--- src/rtl/fpu_to_int.sv ---
// fpu_to_int: converts a 32-bit FPU word (1/11/20) to a signed 32-bit integer.
// Rounding is toward zero. A multi-cycle FSM shifts the significand one bit per cycle.
// A valid/ready handshake is used on both the input side and the output side.
module fpu_to_int #(
  parameter int unsigned BIAS = 1023
) (
  input  logic        clock_100k,
  input  logic        reset,
  input  logic        in_valid,
  output logic        in_ready,
  input  logic [31:0] fp_in,
  output logic        out_valid,
  input  logic        out_ready,
  output logic [31:0] int_out,
  output logic [3:0]  status_out
);

  localparam int unsigned DW = 32;  // data / integer width
  localparam int unsigned EW = 11;  // exponent width
  localparam int unsigned FW = 20;  // fraction width
  localparam int unsigned CW = 5;   // shift counter width (max count 20)
  localparam int unsigned XW = 13;  // signed unbiased exponent width

  typedef enum logic [2:0] {
    S_IDLE,
    S_UNPACK,
    S_SHIFT,
    S_SIGN,
    S_OUTPUT
  } state_t;

  typedef enum logic [2:0] {
    C_NORM,    // finite value needing a shift
    C_ZERO,    // e == 0, signed zero
    C_UNDER,   // |value| < 1
    C_OVER,    // saturating overflow
    C_MININT   // exactly -2^31, representable
  } cls_t;

  state_t              r_state, w_state_nxt;
  cls_t                r_cls, w_cls_nxt;
  logic [DW-1:0]       r_fp, w_fp_nxt;
  logic [DW-1:0]       r_mag, w_mag_nxt;
  logic [CW-1:0]       r_cnt, w_cnt_nxt;
  logic                r_left, w_left_nxt;
  logic                r_sticky, w_sticky_nxt;
  logic [DW-1:0]       r_int, w_int_nxt;
  logic [3:0]          r_status, w_status_nxt;
  logic                r_in_ready, w_in_ready_nxt;
  logic                r_out_valid, w_out_valid_nxt;

  logic                w_sign;
  logic [EW-1:0]       w_exp;
  logic [FW-1:0]       w_frac;
  logic signed [XW-1:0] w_e_unb;
  logic [2:0]          w_flags;

  assign w_sign  = r_fp[31];
  assign w_exp   = r_fp[30:20];
  assign w_frac  = r_fp[19:0];
  assign w_e_unb = $signed({2'b00, w_exp}) - $signed(XW'(BIAS));

  assign in_ready   = r_in_ready;
  assign out_valid  = r_out_valid;
  assign int_out    = r_int;
  assign status_out = r_status;

  // Next-state and datapath update for every register.
  always_comb begin
    w_state_nxt  = r_state;
    w_cls_nxt    = r_cls;
    w_fp_nxt     = r_fp;
    w_mag_nxt    = r_mag;
    w_cnt_nxt    = r_cnt;
    w_left_nxt   = r_left;
    w_sticky_nxt = r_sticky;
    w_int_nxt    = r_int;
    w_status_nxt = r_status;
    w_flags      = 3'b000;

    case (r_state)
      S_IDLE: begin
        if (in_valid) begin
          w_fp_nxt    = fp_in;
          w_state_nxt = S_UNPACK;
        end
      end

      S_UNPACK: begin
        w_mag_nxt    = {(DW-FW-1)'(0), 1'b1, w_frac};
        w_sticky_nxt = 1'b0;
        w_cls_nxt    = C_NORM;
        w_left_nxt   = 1'b0;
        w_cnt_nxt    = '0;
        w_state_nxt  = S_SIGN;
        if (w_exp == '0) begin
          w_cls_nxt = C_ZERO;
        end else if (w_exp == '1) begin
          w_cls_nxt = C_OVER;
        end else if (w_e_unb < 13'sd0) begin
          w_cls_nxt = C_UNDER;
        end else if (w_e_unb > 13'sd30) begin
          // -2^31 itself fits; anything else at this magnitude saturates
          if (w_sign && (w_e_unb == 13'sd31) && (w_frac == '0)) begin
            w_cls_nxt = C_MININT;
          end else begin
            w_cls_nxt = C_OVER;
          end
        end else if (w_e_unb < 13'sd20) begin
          w_cnt_nxt   = CW'(13'sd20 - w_e_unb);
          w_state_nxt = S_SHIFT;
        end else begin
          w_left_nxt  = 1'b1;
          w_cnt_nxt   = CW'(w_e_unb - 13'sd20);
          w_state_nxt = S_SHIFT;
        end
      end

      S_SHIFT: begin
        // One bit per cycle; right shifts collect lost bits into sticky
        if (r_cnt != '0) begin
          w_cnt_nxt = r_cnt - CW'(1);
          if (r_left) begin
            w_mag_nxt = r_mag << 1;
          end else begin
            w_mag_nxt    = r_mag >> 1;
            w_sticky_nxt = r_sticky | r_mag[0];
          end
        end
        if (r_cnt <= CW'(1)) begin
          w_state_nxt = S_SIGN;
        end
      end

      S_SIGN: begin
        case (r_cls)
          C_ZERO: begin
            w_int_nxt = '0;
            w_flags   = 3'b000;
          end
          C_UNDER: begin
            w_int_nxt = '0;
            w_flags   = 3'b011;
          end
          C_OVER: begin
            w_int_nxt = w_sign ? 32'h8000_0000 : 32'h7FFF_FFFF;
            w_flags   = 3'b100;
          end
          C_MININT: begin
            w_int_nxt = 32'h8000_0000;
            w_flags   = 3'b000;
          end
          default: begin
            w_int_nxt = w_sign ? (~r_mag + 32'd1) : r_mag;
            w_flags   = {2'b00, r_sticky};
          end
        endcase
        w_status_nxt = {~|w_flags, w_flags};
        w_state_nxt  = S_OUTPUT;
      end

      S_OUTPUT: begin
        if (r_out_valid && out_ready) begin
          w_state_nxt = S_IDLE;
        end
      end

      default: begin
        w_state_nxt = S_IDLE;
      end
    endcase

    // out_valid rises one cycle after entering OUTPUT, drops on the handshake
    w_out_valid_nxt = (r_state == S_OUTPUT) && (w_state_nxt == S_OUTPUT);
    w_in_ready_nxt  = (w_state_nxt == S_IDLE);
  end

  // State and datapath registers with asynchronous reset.
  always_ff @(posedge clock_100k or posedge reset) begin
    if (reset) begin
      r_state     <= S_IDLE;
      r_cls       <= C_NORM;
      r_fp        <= '0;
      r_mag       <= '0;
      r_cnt       <= '0;
      r_left      <= 1'b0;
      r_sticky    <= 1'b0;
      r_int       <= '0;
      r_status    <= '0;
      r_in_ready  <= 1'b1;
      r_out_valid <= 1'b0;
    end else begin
      r_state     <= w_state_nxt;
      r_cls       <= w_cls_nxt;
      r_fp        <= w_fp_nxt;
      r_mag       <= w_mag_nxt;
      r_cnt       <= w_cnt_nxt;
      r_left      <= w_left_nxt;
      r_sticky    <= w_sticky_nxt;
      r_int       <= w_int_nxt;
      r_status    <= w_status_nxt;
      r_in_ready  <= w_in_ready_nxt;
      r_out_valid <= w_out_valid_nxt;
    end
  end

endmodule

--- config.mk ---
export PLATFORM = sky130hd
export DESIGN_NAME = fpu_to_int
export DESIGN_NICKNAME = d
export VERILOG_FILES = /design/src/rtl/fpu_to_int.sv
export SDC_FILE = /design/constraint.sdc
export NUM_CORES = 1
export LEC_CHECK = 0
export ABC_AREA = 1
export CAP_MARGIN = 5
export CELL_PAD_IN_SITES_DETAIL_PLACEMENT = 0
export CELL_PAD_IN_SITES_GLOBAL_PLACEMENT = 1
export CORE_ASPECT_RATIO = 0.5
export CORE_UTILIZATION = 47
export CTS_BUF_LIST = sky130_fd_sc_hd__clkbuf_4 sky130_fd_sc_hd__clkbuf_8
export DETAILED_ROUTE_END_ITERATION = 8
export PLACE_DENSITY_LB_ADDON = 0.1
export SLEW_MARGIN = 15
export SYNTH_ARGS = -nofsm -noshare
export SYNTH_HDL_FRONTEND = slang
export SYNTH_SLANG_ARGS = --single-unit
--- constraint.sdc ---
create_clock -name clock_100k -period 12.48 [get_ports clock_100k]
set_clock_uncertainty 0.05 [all_clocks]
set_input_delay 3.744 -clock clock_100k [delete_from_list [all_inputs] [get_ports clock_100k]]
set_output_delay 3.744 -clock clock_100k [all_outputs]
set_load 0.02 [all_outputs]
# Word level (Yosys, flattened, before mapping)
# Index checks and enable logic that the tools add are counted.
dict set report totals {
  word_cells 88
  inputBits 36
  output_inout_bits 38
  regBits 115
}
dict set report op_classes {
  addsub 5
  eq_ne 13
  muxes 36
  magnitude_cmp 4
  reduce_logical 17
  bitwise 2
}
# op count
set op_table {}
lappend op_table {{two-way mux 32 bit} 4}
lappend op_table {{case mux 32 bit (3 select lines)} 1}
lappend op_table {{case mux 32 bit (2 select lines)} 1}
lappend op_table {{adder 32 x 1 -> 32 bit (second input constant)} 1}
lappend op_table {{inverter 32 bit} 1}
lappend op_table {{two-way mux 5 bit} 6}
lappend op_table {{two-way mux 3 bit} 9}
lappend op_table {{logical NOT 20 bit} 1}
lappend op_table {{case mux 3 bit (5 select lines)} 1}
lappend op_table {{== test 12 x 6 -> 1 bit (second input constant)} 1}
lappend op_table {{== test 3 x 2 -> 1 bit (second input constant)} 4}
lappend op_table {{> comparator 12 x 6 -> 1 bit (second input constant)} 1}
lappend op_table {{< comparator 12 x 1 -> 1 bit (second input constant)} 1}
lappend op_table {{< comparator 12 x 6 -> 1 bit (second input constant)} 1}
lappend op_table {{subtractor 11 x 10 -> 12 bit (second input constant)} 1}
lappend op_table {{== test 11 bit (second input constant)} 1}
lappend op_table {{logical NOT 11 bit} 1}
lappend op_table {{two-way mux 1 bit} 11}
lappend op_table {{case mux 5 bit (2 select lines)} 1}
lappend op_table {{== test 3 bit (second input constant)} 3}
lappend op_table {{case mux 3 bit (3 select lines)} 1}
lappend op_table {{== test 3 x 1 -> 1 bit (second input constant)} 2}
lappend op_table {{logical NOT 3 bit} 2}
lappend op_table {{less-or-equal comparator 5 x 1 -> 1 bit (second input constant)} 1}
lappend op_table {{14 further kinds} 20}

# Logic depth before layout (Yosys ltp)
dict set report depth {
  word_depth 9
  mapped_depth 14
  ltp_nobuf 14
}

# Worst setup path after synthesis
# OpenSTA, ideal clock, no wires.
dict set report synth_timing {
  kind {input -> register}
  startpoint {input port in_valid}
  endpoint {register r_fp[10]}
  t_arrival_ps 4510
  setup_ps 125
  path_slack_ps 7795
  path_buffers 1
  t_required_ps 12305
  cell_stages 3
  cell_sequence {nand3b_1 -> buf_2 -> mux2_2}
}
dict set report synth_between {
  elab_chain_cells 1
}
# element line_no
set synth_rtl {}
lappend synth_rtl {{from (decl)} 9} ;# input logic in_valid,
lappend synth_rtl {{AND reduction 2 bit (no source line)} -}
lappend synth_rtl {{to (signal assigned)} 195} ;# r_fp <= w_fp_nxt;
lappend synth_rtl {{to (decl)} 42} ;# logic [DW-1:0] r_fp, w_fp_nxt;
# No other way between the ends.
# A chain may end at the register's enable or synchronous reset.

# Worst setup path in the final report
dict set report layout_timing {
  startpoint {register r_in_ready (netlist: in_ready)}
  endpoint {output port in_ready}
}
# element line_no
set layout_rtl {}
lappend layout_rtl {{from (decl)} 49} ;# logic r_in_ready, w_in_ready_nxt;
lappend layout_rtl {{from (signal assigned)} 202} ;# r_in_ready <= w_in_ready_nxt;
lappend layout_rtl {{to (decl)} 10} ;# output logic in_ready,
# No word-level cell between the ends.

==> flow_summary.json <==
{
  "maxCapViolCount": 0,
  "clk_path_buf_depth": 2,
  "critPathTopFamily": "buffers and inverters",
  "placedCellCount": 1044,
  "startpoint": "in_ready",
  "netlist_top_cells_area": "dfrtp_1 44%, nand2_1 10%, nor2_1 6.5%, a21oi_1 4.9%, inv_1 4.6%",
  "fin_ws_ps": 7140,
  "worst-path-stages": 1,
  "crit_end": "in_ready",
  "numCtsBuffers": 17,
  "fin_crit_ps": 5340,
  "grt_first_pass_wirelength_mm": 28.0,
  "cts_resized": 0,
  "ant_nets": 0,
  "outcome": "complete, no violations",
  "cts.sinks": 115,
  "ys_ff_latch": 115,
  "io_buffers": 73,
  "drtIter0Drc": 580,
  "cp_num_buf_inv": 1,
  "arrival_ps": 1550,
  "die_h_um": 84.8,
  "initial_core_util_pct": 49.4,
  "crit_chain": "clkdlybuf4s50_1",
  "firstDrtPassIters": 5,
  "setup_violations": 0,
  "drc_errors": 0,
  "gp_congestion": 0.901,
  "critical_path_class": "flop to primary output",
  "postCtsHoldBufs": 0,
  "avgSynthCellArea_um2": 7.79,
  "vias_per_cell": 5.41,
  "worstMarginPinSlew_ps": 1020,
  "r2r_start": "r_fp[20]",
  "seq_area_frac_synth_pct": 44.7,
  "dpl.hpwl_mm": 12.0,
  "leakage_uw": 0.00348,
  "clk_pin_slew_worst_paths_ps": 70,
  "fp.dieArea_mm2": 0.0142,
  "grt_usage_pct": 25.2,
  "vias": 5826,
  "slew_headroom_pct": 31.8,
  "overflow": 0,
  "rsz0062_at_grt": "no",
  "wire_per_inst_um": 15.4,
  "synth_top_area_share_pct": 44.3,
  "post-route-period-util_pct": 42.8,
  "post_layout_nonfiller_instances": 1076,
  "grt_max_degree": 72,
  "yosysUniqueCellTypes": 38,
  "rr_worst_depth": 14,
  "cpPeakStageDelay_ps": 590,
  "n_fill_cell": 1221,
  "cp-end-kind": "primary output",
  "yosys.area.top_type": "dfrtp_1",
  "cts_tree": "done",
  "slew_viol_final": 0,
  "post_cts_buffers": 0,
  "area_growth_pct": 19.4,
  "htreeDepth": 4,
  "core_area_mm2": 0.0130,
  "worstSkewPairLatency_ps": 440,
  "drt-total-wl_mm": 16.6,
  "hold_viol_final": 0,
  "critPathRequiredTime_ps": 8690,
  "grt_pass1_vias": 5406,
  "finalSetupTns_ps": 0,
  "synth_area_mm2": 0.00644,
  "io_pins": 74,
  "diodes": 0,
  "hp-class": "flop to flop",
  "finalNetCount": 941,
  "syn-num-nets": 875,
  "critPathSlowestCell": "clkdlybuf4s50_1",
  "die_w_um": 168,
  "peakVddDrop_v": 0.000130,
  "place_ws_ps": 6840,
  "antenna_found_initial": 0,
  "final_cell_mix": "178 x nand2_1, 114 x dfrtp_1, 111 x nor2_1",
  "ff2ff_setup_slack_ps": 9980,
  "maxClockFrequency_ghz": 0.187,
  "layout-drive-gt1-share_pct": 9.27,
  "root_buffer": "clkbuf_8",
  "r2r-end": "r_cls[1]",
  "power_density_mw_per_mm2": 286,
  "synth_cells": 827,
  "layout_commonest_cell": "nand2_1",
  "rows": 29,
  "cp_max_fo": 1,
  "synth_warnings": 0,
  "cp-start-kind": "flop"
}
## cell usage after synthesis, drive strengths merged
library cell    n
a211oi          2
a21oi          63
a22oi           1
buf            19
clkbuf         14
clkinv          1
dfrtp         114
dfstp           1
ha             12
inv            85
mux2           23
nand2         179
nand3          53
nand3b          5
nand4          10
nor2          116
nor3           10
nor4            2
o211ai          3
o21a            2
o21ai          67
o221ai         20
o22ai          11
o31ai           2
or2             1
xnor2           3
xor2            8
## state kept, by name (all words and copies together) (netlist names)
| name | cells |
|---|---|
| status_out | 4 |
| in_ready | 1 |
| int_out | 32 |
| r_mag | 32 |
| r_cls | 3 |
| out_valid | 1 |
| r_left | 1 |
| r_sticky | 1 |
| r_cnt | 5 |
| r_fp | 32 |
| r_state | 3 |
## metrics by stage
step	cell area, um^2	hold slack (ps)	util, %	total power [uW]
global placement	7280	422	55.9	1810
global route	7690	471	59.0	2390
CTS	7690	444	59.0	2200
detailed placement	7280	428	55.9	1840
floorplan	6440	422	-	1490
finish	7690	441	59.0	2200
## worst min path at each step
| stage | cells past startpoint | startpoint | to | slack [ps] |
|---|---|---|---|---|
| floorplan | 2 | r_cnt[4] | r_cnt[4] | 420 |
| global placement | 2 | status_out[2] | status_out[2] | 420 |
| detailed placement | 2 | status_out[2] | status_out[2] | 430 |
| CTS | 2 | status_out[2] | status_out[2] | 440 |
| global route | 1 | status_out[0] | status_out[0] | 470 |
| finish | 1 | status_out[0] | status_out[0] | 440 |
## cell families (layout without fill, tap and decap cells)
kind of cell / Yosys count / after routing / share of synthesized area, %
xor gates and xnor gates: 11 / 11 / 1.50
and+or+nand+nor: 376 / 376 / 24.7
muxes: 23 / 23 / 4.02
adders and majority gates: 12 / 12 / 2.33
DFF: 115 / 115 / 44.7
AOI/OAI and AO/OA: 171 / 171 / 15.3
buffers and inverters: 119 / 198 / 7.44
## per-layer routing
layer  vias up  global-route usage (%)  routed length (um)
li1       2885                       -                   -
met1      2740                    39.2                8650
met2       183                    35.4                6740
met3        18                    4.81                1010
met4         0                    6.76                 189
met5         -                       0                   0
## where the power goes
group          leakage, uW  switching (uW)  internal [uW]
Sequential         0.00139             137            544
Clock             0.000208             157            199
Combinational      0.00189             725            441
## final cells by class
| type | count | area (um^2) | area share (%) |
|---|---|---|---|
| Clock inverter | 10 | 105 | 1.37 |
| Multi-Input combinational cell | 593 | 3080 | 40.1 |
| Clock buffer | 22 | 297 | 3.86 |
| Tap cell | 170 | 213 | 2.77 |
| Inverter | 86 | 325 | 4.23 |
| Sequential cell | 115 | 2880 | 37.5 |
| Timing Repair Buffer | 80 | 783 | 10.2 |
(Power assumes the default switching activity.)
